File: src/rtl/raw_readback_pkg.sv
// rtl/raw_readback_pkg.sv - shared state encodings and MCB field widths for the raw-data path
package raw_readback_pkg;

    typedef enum logic [2:0] {
        ST_IDLE  = 3'd0,
        ST_FETCH = 3'd1,
        ST_DRAIN = 3'd2,
        ST_DONE  = 3'd3,
        ST_ABORT = 3'd4
    } rb_state_t;

    localparam int DEF_FBITS = 2;
    localparam int MCB_ABITS = 20;
    localparam int MCB_DBITS = 32;

endpackage

File: src/rtl/readback_fifo.sv
// rtl/readback_fifo.sv - first-word-fall-through sample FIFO with flush, distributed-RAM storage
module readback_fifo
    import raw_readback_pkg::*;
#(
    parameter int WIDTH = 24,
    parameter int FBITS = DEF_FBITS
) (
    input  logic             clock_i,
    input  logic             reset_ni,
    input  logic             flush,
    input  logic             push,
    input  logic [WIDTH-1:0] push_data,
    input  logic             pop,
    output logic [WIDTH-1:0] data,
    output logic [FBITS:0]   count,
    output logic             empty,
    output logic             full
);

    localparam logic [FBITS:0] DEPTH = (FBITS+1)'(2**FBITS);

    logic [WIDTH-1:0] mem [2**FBITS];
    logic [FBITS-1:0] wr_ptr;
    logic [FBITS-1:0] rd_ptr;
    logic             do_push;
    logic             do_pop;

    assign empty   = (count == '0);
    assign full    = (count == DEPTH);
    assign do_push = push && !full;
    assign do_pop  = pop && !empty;
    // Head word is read asynchronously; forced to zero while empty so reset leaves data at 0.
    assign data    = empty ? '0 : mem[rd_ptr];

    always_ff @(posedge clock_i) begin
        if (do_push && !flush) begin
            mem[wr_ptr] <= push_data;
        end
    end

    always_ff @(posedge clock_i or negedge reset_ni) begin
        if (!reset_ni) begin
            wr_ptr <= '0;
            rd_ptr <= '0;
            count  <= '0;
        end else if (flush) begin
            wr_ptr <= '0;
            rd_ptr <= '0;
            count  <= '0;
        end else begin
            if (do_push) begin
                wr_ptr <= wr_ptr + FBITS'(1);
            end
            if (do_pop) begin
                rd_ptr <= rd_ptr + FBITS'(1);
            end
            if (do_push && !do_pop) begin
                count <= count + (FBITS+1)'(1);
            end else if (do_pop && !do_push) begin
                count <= count - (FBITS+1)'(1);
            end
        end
    end

endmodule

File: src/rtl/raw_readback.sv
// rtl/raw_readback.sv - sequential SDRAM readback through the MCB read port into a credit-limited FIFO
module raw_readback
    import raw_readback_pkg::*;
#(
    parameter int AXNUM = 24,
    parameter int ABITS = MCB_ABITS,
    parameter int FBITS = DEF_FBITS
) (
    input  logic                 clock_i,
    input  logic                 reset_ni,
    input  logic                 enable_i,
    input  logic [ABITS-1:0]     length_i,
    output logic                 mcb_ce_o,
    output logic                 mcb_wr_o,
    input  logic                 mcb_rdy_i,
    output logic [ABITS-1:0]     mcb_adr_o,
    input  logic                 mcb_vld_i,
    input  logic [MCB_DBITS-1:0] mcb_dat_i,
    output logic [AXNUM-1:0]     data_o,
    output logic                 valid_o,
    input  logic                 ready_i,
    output logic                 busy_o,
    output logic                 done_o,
    output logic                 error_o,
    output logic [2:0]           state_o
);

    localparam int MSB = AXNUM - 1;
    localparam int ASB = ABITS - 1;
    localparam int CW  = FBITS + 2;

    rb_state_t      state;
    logic           enable_q;
    logic [ASB:0]   len_q;
    logic [ASB:0]   adr_inc;
    logic [FBITS:0] outst;
    logic [FBITS:0] outst_next;
    logic [FBITS:0] fifo_count;
    logic [CW-1:0]  credit_next;
    logic           fifo_empty;
    logic           fifo_full;
    logic           accept;
    logic           ret;
    logic           pop;
    logic           push;
    logic           flush;
    logic           abort_now;
    logic           room;
    logic           unused_bits;

    assign accept    = mcb_ce_o && mcb_rdy_i;
    assign ret       = mcb_vld_i && (outst != '0);
    assign pop       = !fifo_empty && ready_i;
    assign abort_now = !enable_i && (state == ST_FETCH || state == ST_DRAIN);
    // Flushing on the abort edge itself keeps valid_o low for the whole ABORT stay.
    assign flush     = abort_now || (state == ST_ABORT);
    assign push      = ret && !flush;
    assign adr_inc   = mcb_adr_o + ABITS'(1);

    // Credits after this edge: every word either buffered or still in flight counts against the FIFO depth.
    assign credit_next = CW'(fifo_count) + CW'(outst) + CW'(accept) - CW'(pop);
    assign room        = credit_next < CW'(2**FBITS);

    always_comb begin
        outst_next = outst;
        if (accept && !ret) begin
            outst_next = outst + (FBITS+1)'(1);
        end else if (ret && !accept) begin
            outst_next = outst - (FBITS+1)'(1);
        end
    end

    assign mcb_wr_o    = 1'b0;
    assign valid_o     = !fifo_empty;
    assign busy_o      = (state == ST_FETCH) || (state == ST_DRAIN) || (state == ST_ABORT);
    assign done_o      = (state == ST_DONE);
    assign state_o     = state;
    assign unused_bits = ^mcb_dat_i[MCB_DBITS-1:AXNUM];

    always_ff @(posedge clock_i or negedge reset_ni) begin
        if (!reset_ni) begin
            state     <= ST_IDLE;
            enable_q  <= 1'b0;
            len_q     <= '0;
            mcb_adr_o <= '0;
            mcb_ce_o  <= 1'b0;
            outst     <= '0;
            error_o   <= 1'b0;
        end else begin
            enable_q <= enable_i;
            outst    <= outst_next;
            if (mcb_vld_i && outst == '0) begin
                error_o <= 1'b1;
            end
            case (state)
                ST_IDLE: begin
                    if (enable_i && !enable_q) begin
                        if (length_i != '0) begin
                            len_q     <= length_i;
                            mcb_adr_o <= '0;
                            mcb_ce_o  <= 1'b1;
                            state     <= ST_FETCH;
                        end else begin
                            state <= ST_DONE;
                        end
                    end
                end
                ST_FETCH: begin
                    if (!enable_i) begin
                        mcb_ce_o <= 1'b0;
                        state    <= ST_ABORT;
                    end else if (accept) begin
                        mcb_adr_o <= adr_inc;
                        if (adr_inc == len_q) begin
                            mcb_ce_o <= 1'b0;
                            state    <= ST_DRAIN;
                        end else begin
                            mcb_ce_o <= room;
                        end
                    end else if (!mcb_ce_o) begin
                        mcb_ce_o <= room;
                    end
                end
                ST_DRAIN: begin
                    if (!enable_i) begin
                        state <= ST_ABORT;
                    end else if (outst == '0 && fifo_empty) begin
                        state <= ST_DONE;
                    end
                end
                ST_DONE: begin
                    if (!enable_i) begin
                        state <= ST_IDLE;
                    end
                end
                ST_ABORT: begin
                    if (outst == '0) begin
                        state <= ST_IDLE;
                    end
                end
                default: state <= ST_IDLE;
            endcase
        end
    end

    readback_fifo #(
        .WIDTH(AXNUM),
        .FBITS(FBITS)
    ) u_fifo (
        .clock_i  (clock_i),
        .reset_ni (reset_ni),
        .flush    (flush),
        .push     (push),
        .push_data(mcb_dat_i[MSB:0]),
        .pop      (pop),
        .data     (data_o),
        .count    (fifo_count),
        .empty    (fifo_empty),
        .full     (fifo_full)
    );

    logic unused_full;
    assign unused_full = fifo_full ^ len_q[ASB];

endmodule
File: config.mk
export PLATFORM = sky130hd
export DESIGN_NAME = raw_readback
export DESIGN_NICKNAME = d
export VERILOG_FILES = /design/src/rtl/raw_readback_pkg.sv /design/src/rtl/readback_fifo.sv /design/src/rtl/raw_readback.sv
export SDC_FILE = /design/constraint.sdc
export NUM_CORES = 1
export LEC_CHECK = 0
export CAP_MARGIN = 5
export CORE_AREA = 2 2 115 117
export CTS_CLUSTER_DIAMETER = 120
export DETAILED_ROUTE_END_ITERATION = 8
export DIE_AREA = 0 0 117 119
export PLACE_DENSITY = 0.84
export SYNTH_ARGS = -nofsm -noshare
export SYNTH_HDL_FRONTEND = slang
export SYNTH_SLANG_ARGS = --single-unit
File: constraint.sdc
create_clock -name clock_i -period 6.03 [get_ports clock_i]
set_clock_uncertainty 0.2 [all_clocks]
set_input_delay 1.206 -clock clock_i [delete_from_list [all_inputs] [get_ports clock_i]]
set_output_delay 1.206 -clock clock_i [all_outputs]
set_load 0.01 [all_outputs]
* Word level (Yosys, flattened, before mapping)
Memory sizes are Yosys's and may differ from the RTL's.
Cells that the tools add are included.
** Operators by class
- Add/sub/neg operators :: 10
- Multipliers :: 0
- Div/mod/pow operators :: 0
- $lt $le $gt $ge :: 1
- Equality and inequality tests :: 15
- Shift operators :: 0
- Mux-type cells :: 34
- Bitwise logic cells :: 0
- Reduce and logical (&&, ||, !) cells :: 41
** Operators with widths (number)
- two-way mux 20 bit :: 4
- case mux 20 bit (2 select lines) :: 1
- two-way mux 3 bit :: 13
- two-way mux 24 bit :: 1
- adder 20 x 1 -> 20 bit (second input constant) :: 1
- equality test 20 bit :: 1
- nonzero test 20 bit :: 1
- logical AND 1 bit :: 15
- case mux 3 bit (5 select lines) :: 1
- two-way mux 2 bit :: 5
- inequality test 2 bit (second input constant) :: 5
- logical NOT 1 bit :: 9
- logical NOT 3 bit :: 3
- two-way mux 1 bit :: 8
- nonzero test 2 bit :: 4
- adder 3 x 1 -> 3 bit (second input constant) :: 2
- equality test 3 x 2 -> 1 bit (second input constant) :: 2
- equality test 3 bit (second input constant) :: 2
- inequality test 3 x 2 -> 1 bit (second input constant) :: 2
- AND reduction 3 bit :: 2
- AND reduction 6 bit :: 1
- nonzero test 3 bit :: 2
- subtractor 3 x 1 -> 3 bit (second input constant) :: 2
- AND reduction 5 bit :: 1
- other kinds (10) :: 13
** Storage, ports and cells
- Flip-flop bits (word level) :: 56
- Bits in latches :: 0
- Memory bits (writable) :: 96
- ROM bits :: 0
- Input port bits :: 58
- Output and inout port bits :: 53
- Memories kept :: 1
** Memory list
- u_fifo.mem :: words 4, bits a word 24, rd ports 1, clocked after memory_dff 0, write ports 1, line readback_fifo.sv:22 : logic [WIDTH-1:0] mem [2**FBITS];

* Logic depth before layout (Yosys ltp)
- Depth after elaboration :: 12
- Gate-level depth with buffers :: 14
- Depth with buffers taken out :: 14

* By module
From an unflattened synthesis, not the netlist that was laid out.
** Second synthesis, totals
- Cells, all modules :: 547
- Area total of the unflattened synthesis :: 7330.8 um^2
** By module, submodules not included
- readback_fifo :: times used 1, cells an instance 214, area an instance 4175.3 um^2, sequential area each 3057.9 um^2
- raw_readback :: times used 1, cells an instance 333, area an instance 3155.5 um^2, sequential area each 1226.2 um^2

* Least setup slack after synthesis
Ideal clock, no wire load.
- Kind :: reg-to-output
- Start :: reg u_fifo.rd_ptr[0]
- End :: out data_o[10]
- Data arrival time :: 1992 ps
- Required time :: 4624 ps
- Setup slack :: 2632 ps
- Stages on the path, launching flop included :: 5
- Path buffers :: 2
- Cell sequence :: dfrtp_1 clkbuf_1 buf_1 mux4_2 and2_1
** On the way
- Longest elaborated chain between the ends :: 2
** RTL lines
- start: declaration :: line readback_fifo.sv:24 : logic [FBITS-1:0] rd_ptr;
- start signal: assignment :: line readback_fifo.sv:55 : rd_ptr <= rd_ptr + FBITS'(1);
- memory (4 x 24 bit)
- two-way mux 24 bit :: line readback_fifo.sv:33 : assign data = empty ? '0 : mem[rd_ptr];
- end: declaration :: line raw_readback.sv:19 : output logic [AXNUM-1:0] data_o,
Every way passes these cells.

* Worst setup path after layout
- Start :: reg u_fifo.rd_ptr[1]
- End :: out data_o[18]
The elaborated chain is that of the path after synthesis.

==> metrics.yaml <==
yosys:
  yosys_warnings: 0
  yosysTopAreaCellShare: 0.401
  syn_avg_cell_area_um2: 13.6
  netlist_top_cells_count: "edfxtp_1, dfrtp_1, o21ai_0, nor2_1, xnor2_1"
  ys_seq_area_frac: 0.596
  ys_top_cells_by_area: "edfxtp_1, dfrtp_1, mux4_2"
  synthDistinctLibCells: 58
  synth_seq_cells: 152
  synth_top_cell_by_area: "edfxtp_1"
  netlist_area_mm2: 0.00719
  synth_flop_cell: "edfxtp_1"
  synth_edf_count: 96
  async_reset_ff_frac: 0.368
  synth.most_common_cell: "edfxtp_1"
  synth_fp_nets: 600
  synth_cells: 528
power_and_ir_drop:
  p_sw_mw: 1.29
  peakVddDrop_mv: 0.195
  p_int_mw: 2.82
  clockPowerShare: 0.268
  seqPwrFrac: 0.383
  p_comb_frac: 0.350
  switching_share: 0.314
  p_leak_nw: 3.31
  p_per_area_mw_per_mm2: 458
min_path:
  hp-class: "flip-flop to flip-flop"
grt:
  grt_overflow: 0
  antenna_found_initial: 0
  grt_pass1_vias: 4735
  grt_max_degree: 57
  grt_usage: 0.225
  grt_pass1_wl_mm: 23.8
run:
  cap_violations: 0
timing:
  setup_ws_ns: 1.96
  finalSetupTns_ns: 0
  finalSetupViolCount: 0
  period_share: 0.675
  rsz0062_at_grt: "no"
  holdWs_ns: 0.273
  tightest_slew_ns: 1.19
  slew_violations: 0
  max_clock_freq_mhz: 246
  post-route-min-period_ns: 4.07
  hold_violations: 0
  relSlewSlack: 0.208
setup_path:
  setup.worst_path.end_class: "output pin"
  cp-start-kind: "flip-flop"
  crit_path_max_fanout: 25
  r2r_slack_ns: 2.25
  setup.worst_path.class: "flip-flop to output pin"
  arrival_ns: 2.67
  cp_data_required_time_ns: 4.62
cts:
  cts-buffers-inserted: 17
  clk_pin_slew_ns: 0.06
  cts_max_path_buffers: 2
  cts-root-buf: "clkbuf_16"
  cts_hold_buf: 0
  cts.sinks: 152
  post_cts_buffers: 0
  insertion_delay_ns: 0.42
  htree_levels: 4
  cts-resized-gates: 0
  cts_tree: "done"
routing:
  first_pass_iters: 5
  drt_iter0_markers: 364
  route.detailed.drc: 0
  detail-route-antenna-nets: 0
  wirelength_mm: 14.7
  wl_per_cell_um: 17.9
  vias: 4744
  viasPerCell: 5.79
layout:
  nets: 703
  nFillCells: 874
  drive_above_1_share: 0.158
  num_antenna_cells: 0
  fin_cells: 820
  seq_area_mm2: 0.00429
  multiInputGateArea_mm2: 0.00272
  syn2layout_area_growth_pct: 24.6
floorplan:
  die_height_um: 119
  ioPinCount: 111
  fp.coreArea_mm2: 0.0129
  fp.dieW_um: 117
  initial_core_util: 0.559
  die_area_mm2: 0.0139
  row_count: 42
placement:
  dp_cells: 788
  gp_congestion: 0.944
  portBuffers: 101
  post-place-ws_ns: 1.96
  dp_hpwl_mm: 9.75
outcome:
  status: "finished, final reports clean"
[metal layers]
metal,up-vias,share of wire,GRT usage
met4,0,0.021,0.0868
met2,165,0.49,0.366
li1,2157,-,-
met3,29,0.050,0.0448
met1,2393,0.44,0.300
met5,-,0,0
[power groups by stage]
stage | logic [mW] | registers [mW] | clock network (mW)
finish | 1.44 | 1.57 | 1.10
global route | 1.58 | 1.60 | 1.16
CTS | 1.45 | 1.57 | 1.11
detailed placement | 1.44 | 1.59 | 0
global placement | 1.39 | 1.58 | 0
floorplan | 1.00 | 1.47 | 0
[cell type report]
type	count	area share
timing repair buffer	107	0.117
clock buffer	17	0.0475
inverter	19	0.00796
clock inverter	15	0.0212
sequential	152	0.478
multi-input combinational	334	0.303
tap	176	0.0246
[through the flow]
stage	util	power, mW	area [um^2]
2_1_floorplan	-	2.47	7190
3_3_place_gp	0.648	2.97	8350
3_5_place_dp	0.648	3.04	8350
4_1_cts	0.696	4.14	8960
5_1_grt	0.696	4.34	8960
6_report	0.696	4.11	8960
[worst max-delay path, cell delays in order (launching register included)]
cell and delay [ns]:
dfrtp_1 1.13, mux4_2 0.43, and2_1 0.19, clkdlybuf4s50_1 0.49
[layout by cell type (no fill, tap or decap), types with 3 or more instances in the layout]
cell             netlist  final
xnor2_1               33     33
nand2_1               27     27
a21oi_1                8      8
and2_1                31     31
and3_1                 5      5
nor3b_1                3      3
bufinv_16              0      3
dfrtp_1               56     55
clkdlybuf4s50_1        0    100
inv_6                  0      5
xor2_1                 9      9
nor4_1                 9      9
edfxtp_1              96     96
nand4_1                5      5
nor3_1                 3      3
o21ai_0               38     38
nor2b_1                7      7
o31ai_1                5      5
nand3_1               11     11
ha_1                  12     12
and3_2                 4      4
buf_4                  2      6
inv_1                 19     19
clkbuf_16              0     17
a31oi_1                4      4
clkinv_4               0      4
mux2_2                21     21
nand2b_1               3      3
nor2_1                36     36
nand3b_1               3      3
mux4_2                24     24
[path summary, 6_finish.rpt]
kind / startpoint / end / cells past startpoint
min reg2reg: error_o / error_o / 1
min: error_o / error_o / 1
max: u_fifo.rd_ptr[1] / data_o[18] / 3
max in group asynchronous: reset_ni / u_fifo.rd_ptr[0] / 2
min in group asynchronous: reset_ni / enable_q / 2
max reg2reg: u_fifo.count[1] / mcb_ce_o / 12
[kinds of logic after synthesis]
kind of cell,after synthesis,share of synthesized area
compound gates,70,0.0598
fa+ha+maj,14,0.0264
buf+inv,42,0.0264
other cells,1,0.000521
xor+xnor,42,0.0511
simple gates,161,0.130
mux,46,0.109
flops,152,0.596
[sequential cells by signal, indices dropped and copies added (netlist names)]
name,count
mcb_ce_o,1
u_fifo.count,3
u_fifo.mem,96
state_o,3
len_q,20
enable_q,1
u_fifo.wr_ptr,2
error_o,1
mcb_adr_o,20
u_fifo.rd_ptr,2
outst,3
Power figures use the tool's default switching activity.
